## src/rtl/uart_pkg.sv

```systemverilog
// Shared UART definitions: register offsets, SE bit positions, TX FSM states
// and bit-width arithmetic. Used by both the transmitter and the protocol checker.
package uart_pkg;

  localparam int UART_BW_W = 13;

  localparam logic [4:0] UART_DATA_ADDR = 5'h00;
  localparam logic [4:0] UART_SE_ADDR   = 5'h04;
  localparam logic [4:0] UART_BR_ADDR   = 5'h08;
  localparam logic [4:0] UART_STAT_ADDR = 5'h0C;

  localparam int UART_SE_TX_EN   = 0;
  localparam int UART_SE_PAR_EN  = 1;
  localparam int UART_SE_PAR_ODD = 2;

  // pwdata bit that clears the sticky overflow flag on a STATUS write
  localparam int UART_STAT_OVF_CLR = 3;

  typedef enum logic [2:0] {
    TX_IDLE,
    TX_START,
    TX_DATA,
    TX_PARITY,
    TX_STOP
  } uart_tx_state_e;

  // 16*(br+1): 16..4096 cycles per bit
  function automatic logic [UART_BW_W-1:0] uart_bit_width(input logic [7:0] br);
    return {1'b0, br, 4'b0000} + 13'd16;
  endfunction

endpackage

```

## src/rtl/uart_tx_fifo.sv

```systemverilog
// Synchronous byte FIFO with show-ahead read data; a pop in the same cycle
// frees space for a push when full.
module uart_tx_fifo #(
  parameter  int DEPTH = 4,
  localparam int PW    = $clog2(DEPTH),
  localparam int CW    = PW + 1
) (
  input  logic          clk,
  input  logic          rst_n,
  input  logic          i_push,
  input  logic [7:0]    i_wdata,
  input  logic          i_pop,
  output logic [7:0]    o_rdata,
  output logic          o_full,
  output logic          o_empty,
  output logic [CW-1:0] o_count,
  output logic          o_drop
);

  logic [7:0]    r_mem [DEPTH];
  logic [PW-1:0] r_wptr;
  logic [PW-1:0] r_rptr;
  logic [CW-1:0] r_count;
  logic          w_rd;
  logic          w_wr;

  assign o_full  = (r_count == CW'(DEPTH));
  assign o_empty = (r_count == '0);
  assign o_count = r_count;
  assign o_rdata = r_mem[r_rptr];

  assign w_rd   = i_pop & ~o_empty;
  assign w_wr   = i_push & (~o_full | w_rd);
  assign o_drop = i_push & o_full & ~w_rd;

  always_ff @(posedge clk) begin
    if (w_wr) r_mem[r_wptr] <= i_wdata;
  end

  always_ff @(posedge clk or negedge rst_n) begin
    if (!rst_n) begin
      r_wptr  <= '0;
      r_rptr  <= '0;
      r_count <= '0;
    end else begin
      if (w_wr) r_wptr <= r_wptr + PW'(1);
      if (w_rd) r_rptr <= r_rptr + PW'(1);
      case ({w_wr, w_rd})
        2'b10:   r_count <= r_count + CW'(1);
        2'b01:   r_count <= r_count - CW'(1);
        default: r_count <= r_count;
      endcase
    end
  end

endmodule

```

## src/rtl/uart_frame_transmitter.sv

```systemverilog
// APB-programmed UART transmitter: register decode, TX FIFO and frame FSM.
// Frame parameters are latched at pop so mid-frame register writes take effect next frame.
module uart_frame_transmitter
  import uart_pkg::*;
#(
  parameter int FIFO_DEPTH = 4
) (
  input  logic        pclk,
  input  logic        preset_n,
  input  logic        psel,
  input  logic        penable,
  input  logic        pwrite,
  input  logic [31:0] paddr,
  input  logic [31:0] pwdata,
  input  logic [3:0]  pstrb,
  output logic [31:0] prdata,
  output logic        pready,
  output logic        uart_tx,
  output logic        tx_busy,
  output logic        fifo_full,
  output logic        fifo_empty
);

  localparam int CW = $clog2(FIFO_DEPTH) + 1;

  logic [4:0]           w_addr;
  logic                 w_wr;
  logic                 w_push;
  logic                 w_pop;
  logic                 w_full;
  logic                 w_empty;
  logic                 w_drop;
  logic [7:0]           w_fifo_data;
  logic [CW-1:0]        w_count;
  logic [31:0]          w_status;
  logic                 w_par;
  logic [UART_BW_W-1:0] w_bw_m1;
  logic                 w_term;

  logic [2:0]           r_se;
  logic [7:0]           r_br;
  logic                 r_ovf;
  logic [31:0]          r_prdata;

  uart_tx_state_e       r_state;
  uart_tx_state_e       w_state_nxt;
  logic [UART_BW_W-1:0] r_cnt;
  logic [UART_BW_W-1:0] w_cnt_nxt;
  logic [2:0]           r_idx;
  logic [2:0]           w_idx_nxt;
  logic                 r_tx;
  logic                 w_tx_nxt;
  logic                 r_busy;
  logic [7:0]           r_data;
  logic [7:0]           r_br_l;
  logic                 r_par_en_l;
  logic                 r_par_odd_l;

  logic                 w_unused;

  assign w_unused = &{1'b0, paddr[31:5], pwdata[31:8]};

  assign w_addr = paddr[4:0];
  assign w_wr   = psel & penable & pwrite & (&pstrb);
  assign w_push = w_wr & (w_addr == UART_DATA_ADDR);

  uart_tx_fifo #(.DEPTH(FIFO_DEPTH)) u_fifo (
    .clk     (pclk),
    .rst_n   (preset_n),
    .i_push  (w_push),
    .i_wdata (pwdata[7:0]),
    .i_pop   (w_pop),
    .o_rdata (w_fifo_data),
    .o_full  (w_full),
    .o_empty (w_empty),
    .o_count (w_count),
    .o_drop  (w_drop)
  );

  always_ff @(posedge pclk or negedge preset_n) begin
    if (!preset_n) begin
      r_se  <= '0;
      r_br  <= '0;
      r_ovf <= 1'b0;
    end else begin
      if (w_wr && w_addr == UART_SE_ADDR) r_se <= pwdata[2:0];
      if (w_wr && w_addr == UART_BR_ADDR) r_br <= pwdata[7:0];
      if (w_drop)
        r_ovf <= 1'b1;
      else if (w_wr && w_addr == UART_STAT_ADDR && pwdata[UART_STAT_OVF_CLR])
        r_ovf <= 1'b0;
    end
  end

  assign w_status = {24'b0, 4'(w_count), r_ovf, w_full, w_empty, r_busy};

  // Loaded during the APB setup cycle so it is stable through the access cycle
  always_ff @(posedge pclk or negedge preset_n) begin
    if (!preset_n) r_prdata <= '0;
    else           r_prdata <= (psel && !pwrite && w_addr == UART_STAT_ADDR) ? w_status : '0;
  end

  assign w_bw_m1 = uart_bit_width(r_br_l) - 13'd1;
  assign w_term  = (r_cnt == w_bw_m1);
  assign w_par   = r_par_odd_l ? ~^r_data : ^r_data;

  // uart_tx is registered from the next-state value, so it changes on the transition edge
  always_comb begin
    w_state_nxt = r_state;
    w_cnt_nxt   = r_cnt + 13'd1;
    w_idx_nxt   = r_idx;
    w_tx_nxt    = r_tx;
    w_pop       = 1'b0;
    case (r_state)
      TX_IDLE: begin
        w_cnt_nxt = '0;
        w_idx_nxt = '0;
        w_tx_nxt  = 1'b1;
        if (r_se[UART_SE_TX_EN] && !w_empty) begin
          w_state_nxt = TX_START;
          w_pop       = 1'b1;
          w_tx_nxt    = 1'b0;
        end
      end
      TX_START: begin
        if (w_term) begin
          w_state_nxt = TX_DATA;
          w_cnt_nxt   = '0;
          w_idx_nxt   = '0;
          w_tx_nxt    = r_data[0];
        end
      end
      TX_DATA: begin
        if (w_term) begin
          w_cnt_nxt = '0;
          if (r_idx == 3'd7) begin
            if (r_par_en_l) begin
              w_state_nxt = TX_PARITY;
              w_tx_nxt    = w_par;
            end else begin
              w_state_nxt = TX_STOP;
              w_tx_nxt    = 1'b1;
            end
          end else begin
            w_idx_nxt = r_idx + 3'd1;
            w_tx_nxt  = r_data[r_idx + 3'd1];
          end
        end
      end
      TX_PARITY: begin
        if (w_term) begin
          w_state_nxt = TX_STOP;
          w_cnt_nxt   = '0;
          w_tx_nxt    = 1'b1;
        end
      end
      TX_STOP: begin
        w_tx_nxt = 1'b1;
        if (w_term) begin
          w_state_nxt = TX_IDLE;
          w_cnt_nxt   = '0;
        end
      end
      default: begin
        w_state_nxt = TX_IDLE;
        w_cnt_nxt   = '0;
        w_tx_nxt    = 1'b1;
      end
    endcase
  end

  always_ff @(posedge pclk or negedge preset_n) begin
    if (!preset_n) begin
      r_state     <= TX_IDLE;
      r_cnt       <= '0;
      r_idx       <= '0;
      r_tx        <= 1'b1;
      r_busy      <= 1'b0;
      r_data      <= '0;
      r_br_l      <= '0;
      r_par_en_l  <= 1'b0;
      r_par_odd_l <= 1'b0;
    end else begin
      r_state <= w_state_nxt;
      r_cnt   <= w_cnt_nxt;
      r_idx   <= w_idx_nxt;
      r_tx    <= w_tx_nxt;
      r_busy  <= (w_state_nxt != TX_IDLE);
      if (w_pop) begin
        r_data      <= w_fifo_data;
        r_br_l      <= r_br;
        r_par_en_l  <= r_se[UART_SE_PAR_EN];
        r_par_odd_l <= r_se[UART_SE_PAR_ODD];
      end
    end
  end

  assign prdata     = r_prdata;
  assign pready     = 1'b1;
  assign uart_tx    = r_tx;
  assign tx_busy    = r_busy;
  assign fifo_full  = w_full;
  assign fifo_empty = w_empty;

endmodule

```

## config.mk

```make
export PLATFORM = sky130hd
export DESIGN_NAME = uart_frame_transmitter
export DESIGN_NICKNAME = d
export VERILOG_FILES = /design/src/rtl/uart_pkg.sv /design/src/rtl/uart_tx_fifo.sv /design/src/rtl/uart_frame_transmitter.sv
export SDC_FILE = /design/constraint.sdc
export NUM_CORES = 1
export LEC_CHECK = 0
export BUFFER_PORTS_ARGS = -buffer_cell sky130_fd_sc_hd__buf_2
export CAP_MARGIN = 20
export CELL_PAD_IN_SITES_DETAIL_PLACEMENT = 0
export CELL_PAD_IN_SITES_GLOBAL_PLACEMENT = 2
export CORE_MARGIN = 4
export CORE_UTILIZATION = 25
export CTS_CLUSTER_SIZE = 40
export DETAILED_ROUTE_END_ITERATION = 8
export PLACE_DENSITY = 0.67
export SYNTH_ARGS = -nofsm -noshare
export SYNTH_HDL_FRONTEND = slang
export SYNTH_SLANG_ARGS = --single-unit
```

## constraint.sdc

```tcl
create_clock -name pclk -period 3.2 [get_ports pclk]
set_input_delay 0 -clock pclk [delete_from_list [all_inputs] [get_ports pclk]]
set_output_delay 0 -clock pclk [all_outputs]
set_load 0.01 [all_outputs]
```

Yosys cells after proc, flatten, opt, wreduce, memory -nomap -nowiden
Memories as Yosys holds them, arrays and structs flattened. A register that Yosys moved wholly into a read port is not among the register bits.
Index checks and enable logic that the tools add are counted.
{"block": "totals", "reg_bits": 57, "ramBits": 32, "inputBits": 73, "wordCells": 108, "output_inout_bits": 37, "mem_count": 1}
{"name": "u_fifo.r_mem", "words": 4, "word_bits": 8, "rd": 1, "rd_ports_with_merged_regs": 1, "write_ports": 1, "line": "uart_tx_fifo.sv:20", "text": "logic [7:0] r_mem [DEPTH];"}
{"block": "classes", "eq_ne": 16, "bitwise_logic": 12, "add_sub_neg": 8, "magnitude_cmp": 1, "mux": 32, "n_reduce_logical": 23}
{"cell": "$mux 3", "n": 10}
{"cell": "$mux 13", "n": 2}
{"cell": "$pmux 3 s5", "n": 1}
{"cell": "$mux 1", "n": 14}
{"cell": "$add 12x5->13 const B", "n": 1}
{"cell": "$add 13x1->13 const B", "n": 1}
{"cell": "$eq 13x13->1", "n": 1}
{"cell": "$sub 13x1->13 const B", "n": 1}
{"cell": "$eq 5x4->1 const B", "n": 2}
{"cell": "$eq 3x3->1 const B", "n": 3}
{"cell": "$pmux 3 s3", "n": 1}
{"cell": "$and 1x1->1", "n": 8}
{"cell": "$ne 2x2->1 const B", "n": 4}
{"cell": "$reduce_and 4->1", "n": 2}
{"cell": "$reduce_xnor 8->1", "n": 1}
{"cell": "$reduce_xor 8->1", "n": 1}
{"cell": "$logic_and 1x1->1", "n": 7}
{"cell": "$mux 7", "n": 1}
{"cell": "$add 3x1->3 const B", "n": 2}
{"cell": "$eq 3x2->1 const B", "n": 2}
{"cell": "$logic_not 3->1", "n": 2}
{"cell": "$pmux 3 s2", "n": 1}
{"cell": "$reduce_bool 3->1", "n": 2}
{"cell": "$eq 5x3->1 const B", "n": 1}
{"cell": "other kinds (15)", "n": 21}

Depth between registers and ports, before layout
Gate-level depths: netlist (run 1).
{"block": "depth", "word_depth": 10, "ltp_mapped": 8}

Hierarchy
From an unflattened synthesis (run 1), not the netlist that was laid out.
{"block": "unflattened", "cells_unflattened": 334, "hier_area_um2": 4481.8}
{"module": "uart_frame_transmitter", "instances": 1, "cells_each": 253, "area_each_um2": 2884.0}
{"module": "uart_tx_fifo", "instances": 1, "cells_each": 81, "area_each_um2": 1597.8}

Least setup slack after synthesis (run 1)
Ideal clock, no wire load.
{"block": "synth_path", "path_kind": "reg-to-reg", "startpoint": "register r_state[0]", "endpoint": "register u_fifo.r_count[2], in the netlist u_fifo.o_count[2]", "arrival_time_ps": 2451, "required_time_ps": 3121, "stages_incl_launch_ff": 8, "path_buffers": 1, "setup_slack_ps": 670, "setup_time_ps": 79, "path_cell_list": "dfrtp_1 clkbuf_1 nor4_1 nand2_1 fa_1 or4_1 nand2_1 xor2_1"}
{"block": "synth_via", "elab_chain_cells": 7}
{"item": "from (decl)", "line": "uart_frame_transmitter.sv:45", "text": "uart_tx_state_e r_state;"}
{"item": "from (signal assigned)", "line": "uart_frame_transmitter.sv:184", "text": "r_state <= w_state_nxt;"}
{"item": "$logic_not 3->1 (*)", "line": "uart_frame_transmitter.sv:114", "text": "case (r_state)"}
{"item": "$mux 1 (*)", "line": "uart_frame_transmitter.sv:114"}
{"item": "$and 1x1->1 (*)", "line": "uart_tx_fifo.sv:32", "text": "assign w_rd = i_pop & ~o_empty;"}
{"item": "$or 1x1->1", "line": "uart_tx_fifo.sv:33", "text": "assign w_wr = i_push & (~o_full | w_rd);"}
{"item": "$and 1x1->1", "line": "uart_tx_fifo.sv:33"}
{"item": "$eq 2x1->1 or $eq 2x2->1 (tied branches)", "line": "uart_tx_fifo.sv:48", "text": "case ({w_wr, w_rd})"}
{"item": "$pmux 3 s2 or $reduce_bool 2->1 (tied branches)"}
{"item": "to (signal assigned)", "line": "uart_tx_fifo.sv:49", "text": "2'b10: r_count <= r_count + CW'(1);"}
{"item": "to (signal assigned)", "line": "uart_tx_fifo.sv:50", "text": "2'b01: r_count <= r_count - CW'(1);"}
{"item": "to (signal assigned)", "line": "uart_tx_fifo.sv:51", "text": "default: r_count <= r_count;"}
{"item": "to (decl)", "line": "uart_tx_fifo.sv:23", "text": "logic [CW-1:0] r_count;"}
Every way passes the cells marked *; elsewhere a longest branch is shown, timed or not.
A chain may end at the register's enable or synchronous reset.

Final worst setup path (run 1)
{"block": "layout_path", "startpoint": "input port paddr[1]", "endpoint": "memory u_fifo.r_mem[1][2], enable pin"}
{"block": "layout_via", "elab_chain_cells": 5}
{"item": "from (decl)", "line": "uart_frame_transmitter.sv:13", "text": "input logic [31:0] paddr,"}
{"item": "$logic_not 5->1", "line": "uart_frame_transmitter.sv:65", "text": "assign w_push = w_wr & (w_addr == UART_DATA_ADDR);"}
{"item": "$and 1x1->1", "line": "uart_frame_transmitter.sv:65"}
{"item": "$and 1x1->1", "line": "uart_tx_fifo.sv:33"}
{"item": "$mux 1", "line": "uart_tx_fifo.sv:37", "text": "if (w_wr) r_mem[r_wptr] <= i_wdata;"}
{"item": "$mux 1 (implied by the code)", "line": "uart_tx_fifo.sv:37"}
{"item": "to (decl)", "line": "uart_tx_fifo.sv:20"}
No other way between the ends.

==> impl_results.md, run 1 <==
* Status: complete, no violations
* Routability cong. at 0.705
* Total track usage at 9.17%
* Asr flop ratio synth at 67.0%
* Grt ovf at 0
* Hold-fix buffers at CTS at 14
* Max_slew headroom at 54.0%
* Post-Syn Instances at 370
* 1st-iter DRT viols at 106
* Pin count of the biggest net entering global routing at 37
* WL final at 8890 µm
* Via/cell ratio at 4.15
* Num Clock Sinks at 97
* Drt drc at 0
* Initial Utilization at 25.7%
* First-pass GRT wire length at 14500 µm
* Max-cap check violation count at 0
* Critical path type: input port to register
* RSZ-0062 raised after global routing: false
* Post-CTS Setup Inserts at 0
* Synth cell count leaders: nand2_1 (67), dfrtp_1 (64), edfxtp_1 (32)
* Die Y-Extent at 142 µm
* Worst-margin pin slew at 0.685 ns
* Area leader, netlist: dfrtp_1
* CP Max Fanout at 8
* Share of post-route cells with drive strength above 1 at 18.5%
* Area share of the largest cell type after synthesis at 35.9%
* F_max at 0.367 GHz
* Max clock buf depth at 2
* Sw power at 654 µW
* CTS tree: built
* Primary FF master, synth: dfrtp_1
* Setup total negative slack at 0 ns
* Top-count cell post-synth: nand2_1
* WL/cell at 13.8 µm
* Final ANT Viol Nets at 0
* Post-Syn Area at 4460 µm²
* I/O Pins at 110
* GR Util met2 at 14.8%
* Grt met1 use at 12.3%
* Pwr Density at 502 nW/µm²
* Internal at 1.96 mW
* Clock buffer count from CTS at 9
* Reg power frac at 52.1%
* Antenna Cells at 0
* Layout Skew at 0.00583 ns
* Vias in the first global route at 2672
* Layout net count at 497
* Area contributors post-synth: dfrtp_1 (36%), edfxtp_1 (22%), nand2_1 (5.6%)
* Synth warn at 0
* Mapped Avg Cell Area at 12.0 µm²
* Area of the core at 17400 µm²
* EDFF count, synth at 32
* # rows at 48
* Initial antenna violation count at 0
* Post-CTS Resized at 0
* Met3 global-route usage at 2.22%
* Leakage at 2.29 nW
* Hold Vio Cnt, Final at 0
* Number of synthesized register bits at 97
* Most Crowded Layer GR: met2
* Die width at 142 µm
* DP HPWL at 6290 µm
* Full die area at 20000 µm²
* Clk pin slew, worst setup/hold paths at 0.07 ns
* Final setup fails at 0
* Comb power frac at 8.2%
* Root buf cell: clkbuf_16
* Sw Share at 25.0%
* Crit share post-route at 85.0%
* Min-delay worst type: input port to register
* Register area share after synthesis at 58.1%
* Port Buffers at 32
* Drt pass-1 iters at 4
* Clk pwr share at 39.8%
* Fin util at 30.0%
* Via Count at 2684
* WP data required at 3.19 ns
* Inst Count DP at 616
* Area Overhead vs Synth at 16.7%
* Maximum vdd drop at 219 µV
* Post-Layout Cell Count at 646
* Max Slew Vio Count at 0
* Yosys cell types at 41
* CP Launch Type: input port
* Fin crit period at 2.72 ns
* Arr. time, crit path at 2.71 ns
* Depth of the CTS H-tree at 3
* Worst setup EP type: register
* Clk_lat worst skew at 0.34 ns
-- power groups by stage --
stage / Sequential, mW / Clock (mW) / Combinational, mW
2_1_floorplan: 1.36 / 0 / 0.176
3_3_place_gp: 1.38 / 0 / 0.204
3_5_place_dp: 1.39 / 0 / 0.208
4_1_cts: 1.36 / 1.06 / 0.219
5_1_grt: 1.37 / 1.12 / 0.242
6_report: 1.36 / 1.04 / 0.214
-- flip-flops by register name (all words and copies together), names as in the netlist --
register        count
prdata              7
r_br_l              8
uart_tx             1
r_ovf               1
u_fifo.r_mem       32
r_cnt              13
u_fifo.r_rptr       2
u_fifo.o_count      3
r_idx               3
r_se                3
r_data              8
r_state             3
r_par_odd_l         1
r_br                8
r_par_en_l          1
u_fifo.r_wptr       2
tx_busy             1
-- per-layer routing --
metal | vias up | wire, µm
met1 | 1317 | 4130
met3 | 5 | 303
met2 | 51 | 4390
met5 | - | 0
met4 | 0 | 64
li1 | 1311 | -
-- final timing paths --
kind / end / startpoint / slack, ns / depth (start not counted)
setup / recovery: u_fifo.r_mem[1][2] / paddr[1] / 0.48 / 6
hold / removal: r_ovf / paddr[3] / 0.04 / 3
setup reg to reg: r_idx[0] / r_cnt[0] / 0.70 / 6
hold reg to reg: r_cnt[0] / r_cnt[0] / 0.46 / 1
max in group asynchronous: r_data[1] / preset_n / 1.99 / 3
min in group asynchronous: r_cnt[2] / preset_n / 0.27 / 2
-- stage by stage --
stage | total power [mW] | cell area, µm² | hold WS [ns] | worst slack [ns]
2_1_floorplan | 1.54 | 4550 | -0.296 | 0.670
3_3_place_gp | 1.59 | 4780 | 0.0821 | 0.654
3_5_place_dp | 1.59 | 4780 | 0.0903 | 0.619
4_1_cts | 2.64 | 5200 | 0.0271 | 0.438
5_1_grt | 2.73 | 5200 | 0.0756 | 0.334
6_report | 2.61 | 5200 | 0.0388 | 0.478
-- layout make-up --
class                           instances  area [µm²]
Tap cell                              225         282
Sequential cell                        97        2590
Inverter                               11        41.3
Fill cell                            1770       12200
Multi-Input combinational cell        248        1680
Clock inverter                          7        58.8
Clock buffer                            9         225
Timing Repair Buffer                   49         323
-- cells in the final DEF (no fill, tap or decap), types with 3 or more instances in the layout --
cell type      synthesis  routed
edfxtp_1              32      32
dlygate4sd3_1          0      14
or4_1                  4       4
xnor2_1               23      23
dfrtp_1               64      64
o31ai_1                3       3
nand4_1                4       4
a21oi_1                3       3
o21ai_0                4       4
clkbuf_16              0       9
inv_6                  0       3
ha_1                   7       7
nand2b_1               3       3
nor2_1                18      18
mux4_2                 9       9
inv_1                 11      11
xor2_1                 8       8
conb_1                 2      26
mux2i_1                8       8
and3_1                 5       5
nor3_1                 3       3
nand3_1               10      10
mux2_2                11      11
and2_1                 9       9
buf_2                  0      32
buf_4                 26       3
nand2_1               67      67
-- critical path: stages --
cell and delay, ns:
dlygate4sd3_1 0.53, buf_2 0.12, or4b_4 0.56, or4b_4 0.58, a21oi_1 0.43, and2_1 0.49
-- cell families (layout without fill, tap and decap cells) --
logic type               count (synthesis)  in the layout  synth area share (%)
AO/OA/AOI/OAI                           18             18                  2.64
XOR/XNOR                                32             32                  6.60
adder cells (fa/ha/maj)                  8              8                  2.41
buffers and inverters                   49             76                  6.32
flip-flops                              97             97                  58.1
multiplexers                            28             28                  9.12
other                                    2             26                 0.169
AND/OR/NAND/NOR                        136            136                  14.7
Power figures use the tool's default switching activity.
==> run 2, diff against run 1 <==
Settings changed: HOLD_SLACK_MARGIN from default to 0.12, SKIP_LAST_GASP from default to 1.
==> run 2 against run 1 <==
Clock skew is essentially flat. Critical path depth stayed put. Combinational power is essentially flat. Non-clock buffer count increased by 2. Routed wire length up 0.46%. Via count up 0.89%. Fmax up 0.16%. Utilization rose by 0.12 points. Worst hold slack improved by 0.11 ns. Sequential power hardly changed. Die area is the same. Clock power is essentially flat. Critical endpoint is now u_fifo.r_mem[2][7]. Largest cell class unchanged. Highest routed layer unchanged.
==> impl_results.md, run 2 (synthesis gave the netlist of run 1 again) <==
* Antenna Cells at 0
* Drt pass-1 iters at 4
* Depth of the CTS H-tree at 3
* CTS tree: built
* CP top delay family: simple AND/OR/NAND/NOR gates
* Max clock buf depth at 2
* Post-CTS Resized at 0
* 1st-iter DRT viols at 106
* Leakage at 2.29 nW
* Initial Utilization at 25.7%
* Root buf cell: clkbuf_16
* Max Slew Vio Count at 0
* Crit share post-route at 84.9%
* Worst path cell trace: dlygate4sd3_1 -> buf_2 -> or4b_4 -> or4b_4 -> a21oi_1 -> and2_1
* Grt ovf at 0
* WL/cell at 13.8 µm
* Worst-margin pin slew at 0.686 ns
* Initial antenna violation count at 0
* Post-CTS Setup Inserts at 0
* Hold Vio Cnt, Final at 0
* Clk pin slew, worst setup/hold paths at 0.07 ns
* WP data required at 3.19 ns
* Worst setup EP type: register
* Placed cell area at 4780 µm²
* # rows at 48
* Critical path type: input port to register
* Total track usage at 9.23%
* RSZ-0062 raised after global routing: false
* Routability cong. at 0.705
* Design area at 5220 µm²
* Layout Skew at 0.00596 ns
* Via Count at 2708
* Hold slack at 0.152 ns
* Fillers at 1769
* Num Clock Sinks at 97
* Delay of the slowest cell on the worst path at 0.58 ns
* Maximum vdd drop at 218 µV
* Max FFs per register at 32
* Pwr Density at 500 nW/µm²
* CP Max Fanout at 8
* Max_slew headroom at 53.9%
* Pin count of the biggest net entering global routing at 37
* Worst path buffer plus inverter count at 2
* Post-Layout Cell Count at 648
* Setup total negative slack at 0 ns
* Vias in the first global route at 2689
* Min-delay worst type: input port to register
* Slowest stage cell, crit path: or4b_4
* Commonest cells after routing, fill and taps aside: nand2_1 (67), dfrtp_1 (64), buf_2 (32), edfxtp_1 (32), conb_1 (26)
* Die Y-Extent at 142 µm
* CP Launch Type: input port
* Arr. time, crit path at 2.71 ns
* Most flops, register: u_fifo.r_mem
* Port Buffers at 32
* Clock buffer count from CTS at 9
* Worst reg2reg setup slack at 0.71 ns
* Fin crit period at 2.72 ns
* WL final at 8930 µm
* Layout net count at 499
* F_max at 0.368 GHz
* Hold-fix buffers at CTS at 16
* Top Registers: u_fifo.r_mem (32), r_cnt (13)
* Full die area at 20000 µm²
* Drt drc at 0
* Inst Count DP at 616
* Max-cap check violation count at 0
* Area Overhead vs Synth at 17.2%
* Status: complete, no violations
* I/O Pins at 110
* Via/cell ratio at 4.18
* Die width at 142 µm
* Final setup fails at 0
* Share of post-route cells with drive strength above 1 at 18.4%
* Most common cell after layout, fill and taps aside: nand2_1
* Clk_lat worst skew at 0.34 ns
* Area of the core at 17400 µm²
* Final ANT Viol Nets at 0
* DP HPWL at 6290 µm
* Most common cell on crit path: or4b_4
* First-pass GRT wire length at 14500 µm
## run 2: cell types whose count changed in the layout (fill, tap and decap cells not counted), sizes merged
cell / before / now
dlygate4sd3: 14 / 16
## run 2: final timing paths
| kind | startpoint | endpoint | cells past startpoint |
|---|---|---|---|
| min in group asynchronous | preset_n | r_cnt[2] | 2 |
| hold reg to reg | r_cnt[0] | r_cnt[0] | 1 |
| setup reg to reg | r_cnt[0] | r_idx[0] | 6 |
| max in group asynchronous | preset_n | r_data[1] | 3 |
| hold / removal | pstrb[3] | r_ovf | 5 |
| setup / recovery | paddr[1] | u_fifo.r_mem[2][7] | 6 |
## run 2: report_power, final
| part | internal (mW) | leakage [nW] | switching (mW) |
|---|---|---|---|
| sequential | 1.31 | 1.17 | 0.0469 |
| combinational | 0.105 | 0.984 | 0.110 |
| clock | 0.541 | 0.139 | 0.496 |
## run 2: layout make-up
class / instances / area (µm²) / share of cell area [%]
clock inverters: 7 / 58.8 / 1.13
inverters: 11 / 41.3 / 0.791
repair buffers: 51 / 343 / 6.57
multi-input cells: 248 / 1680 / 32.2
flip-flops and latches: 97 / 2590 / 49.6
clock buffers: 9 / 225 / 4.31
well taps: 225 / 282 / 5.39
## run 2: worst min-delay path, delay by kind of cell
family | cells | cell delay, ns
AND/OR/NAND/NOR | 2 | 0.21
AO/OA/AOI/OAI | 2 | 0.15
buffers and inverters | 1 | 0.09
## run 2: metal layers
metal | up-vias | global-route usage, % | wire (µm)
met5 | - | 0 | 0
met4 | 0 | 2.58 | 64
met3 | 5 | 2.22 | 322
met2 | 52 | 15.0 | 4420
met1 | 1337 | 12.3 | 4120
li1 | 1314 | - | -
## run 2: stage by stage
| stage | total power [mW] | setup WS [ns] | utilization, % |
|---|---|---|---|
| floorplan | 1.54 | 0.670 | - |
| detailed placement | 1.59 | 0.619 | 27.5 |
| CTS | 2.65 | 0.438 | 30.1 |
| finish | 2.61 | 0.483 | 30.1 |
| global placement | 1.59 | 0.654 | 27.5 |
| global route | 2.74 | 0.334 | 30.1 |
==> run 3, diff against run 2 <==
Clock period 3.2 ns to 2.7 ns, I/O delays scaled along.
==> run 3 against run 2 <==
Sequential cell count stayed put. Global-route usage hardly changed. Combinational power is 26% higher. Count of clock-buffer cells in the layout stayed put. Clock power is 17% higher. Highest routed layer unchanged. Worst hold slack better by 0.00056 ns.
==> impl_results.md, run 3 (synthesis gave the netlist of run 1 again) <==
* Pin count of the biggest net entering global routing at 29
* Setup total negative slack at 0 ns
* CP startpoint: u_fifo.o_count[0]
* Pwr Density at 584 nW/µm²
* Grt ovf at 0
* Hold Vio Cnt, Final at 0
* Initial antenna violation count at 0
* Status: complete, no violations
* Via/cell ratio at 4.14
* Critical path type: register to register
* Max_slew headroom at 51.1%
* Depth of the CTS H-tree at 3
* Layout net count at 508
* Drt pass-1 iters at 4
* Initial Utilization at 25.7%
* Multi-input logic area at 1680 µm²
* Fillers at 1762
* WP data required at 2.96 ns
* Fin util at 30.5%
* Top Registers: u_fifo.r_mem (32), r_cnt (13)
* Leakage at 2.34 nW
* Port Buffers at 32
* Most flops, register: u_fifo.r_mem
* Drt drc at 0
* Most common cell after layout, fill and taps aside: nand2_1
* Total track usage at 9.21%
* Delay of the slowest cell on the worst path at 0.53 ns
* Min-Delay Path Depth at 5
* Vias in the first global route at 2793
* Final setup fails at 0
* Reg area at 2590 µm²
* Fin crit period at 2.44 ns
* Max Slew Vio Count at 0
* CP Max Fanout at 5
* Clk pin slew, worst setup/hold paths at 0.07 ns
* I/O Pins at 110
* Final ANT Viol Nets at 0
* F_max at 0.409 GHz
* Post-Layout Cell Count at 657
* Setup ws final at 0.258 ns
* R2R depth at 7
* Max FFs per register at 32
* Design area at 5290 µm²
* # rows at 48
* Worst setup EP type: register
* Share of post-route cells with drive strength above 1 at 20.1%
* Worst-margin pin slew at 0.728 ns
* RSZ-0062 raised after global routing: false
* Worst r2r src: u_fifo.o_count[0]
* DP HPWL at 6350 µm
* First-pass GRT wire length at 14500 µm
* Placed cell area at 4840 µm²
* Most common cell on crit path: nand2_1
* Worst path cell trace: o31ai_1 -> nor4_2 -> nand2_1 -> fa_1 -> or4_1 -> nand2_1 -> xor2_1
* Inst Count DP at 625
* WL/cell at 13.5 µm
* Area of the core at 17400 µm²
* Antenna Cells at 0
* CTS tree: built
* Worst reg2reg setup slack at 0.26 ns
* FF-to-FF End: u_fifo.o_count[2]
* Min-delay src: pstrb[3]
* Commonest cells after routing, fill and taps aside: nand2_1 (67), dfrtp_1 (64), buf_2 (32), edfxtp_1 (32), conb_1 (26)
* Die Y-Extent at 142 µm
* Layout Skew at 0.00830 ns
* Num Clock Sinks at 97
* Max clock buf depth at 2
* Worst path buffer plus inverter count at 0
* Slowest stage cell, crit path: or4_1
* WL final at 8840 µm
* Worst hold endpoint: r_ovf
* Clk_lat worst skew at 0.34 ns
* Min-delay worst type: input port to register
* Pre-CTS setup slack at 0.264 ns
* Root buf cell: clkbuf_16
* CP top delay family: simple AND/OR/NAND/NOR gates
* Via Count at 2717
* Maximum vdd drop at 250 µV
* CP Launch Type: register
* Crit share post-route at 90.5%
* 1st-iter DRT viols at 96
* Max-cap check violation count at 0
* Stages on worst setup path at 7
* Area Overhead vs Synth at 18.7%
* Arr. time, crit path at 2.70 ns
* Die width at 142 µm
* Routability cong. at 0.715
* Full die area at 20000 µm²
* Clock buffer count from CTS at 9
==> run 3: changes by cell type in the layout (fill, tap and decap cells not counted), sizes merged <==
cell / previous run / this run
buf: 35 / 44
==> run 3: cell type report <==
type	instances	area share [%]
sequential	97	48.9
clock inverter	7	1.11
clock buffer	9	4.26
multi-input combinational	248	31.8
timing repair buffer	60	7.76
inverter	11	0.781
tap	225	5.32
==> run 3: how the worst max path moves through the flow <==
stage                                   end  slack, ns
after floorplan           u_fifo.o_count[2]       0.17
after global placement    u_fifo.o_count[2]       0.32
after detailed placement  u_fifo.o_count[2]       0.26
after CTS                 u_fifo.o_count[2]       0.23
after global routing      u_fifo.o_count[2]       0.10
final                     u_fifo.o_count[2]       0.26
==> run 3: repair_timing <==
item | 4_1_cts | 5_1_grt
hold buffers | 16 | 0
endpoints found under the hold margin | 77 | 0
buffers inserted | 0 | 0
resized for setup | 0 | 0
==> run 3: per-stage QoR <==
stage	hold slack, ns	power (mW)
final	0.152	3.09
after global routing	0.172	3.25
after CTS	0.138	3.14
after detailed placement	0.0603	1.90
after global placement	0.0522	1.89
after floorplan	-0.296	1.82
==> run 3: power breakdown <==
part           internal (mW)  switching (mW)  leakage, nW
logic                  0.132           0.138         1.03
clock network          0.641           0.575        0.139
registers               1.56          0.0479         1.17
total                   2.33           0.761         2.34
==> run 3: layer usage <==
| layer | track usage, % | wire (µm) | vias to the layer above | share of wire [%] |
|---|---|---|---|---|
| met1 | 11.9 | 4080 | 1330 | 46 |
| met3 | 1.95 | 316 | 8 | 3.6 |
| met5 | 0 | 0 | - | 0 |
| li1 | - | - | 1329 | - |
| met2 | 15.4 | 4340 | 50 | 49 |
| met4 | 3.03 | 108 | 0 | 1.2 |
==> run 3: worst register-to-register path, cell delays in order, from the launching register on <==
cell and delay (ns):
dfrtp_1 0.43, o31ai_1 0.20, nor4_2 0.36, nand2_1 0.15
fa_1 0.41, or4_1 0.53, nand2_1 0.11, xor2_1 0.17
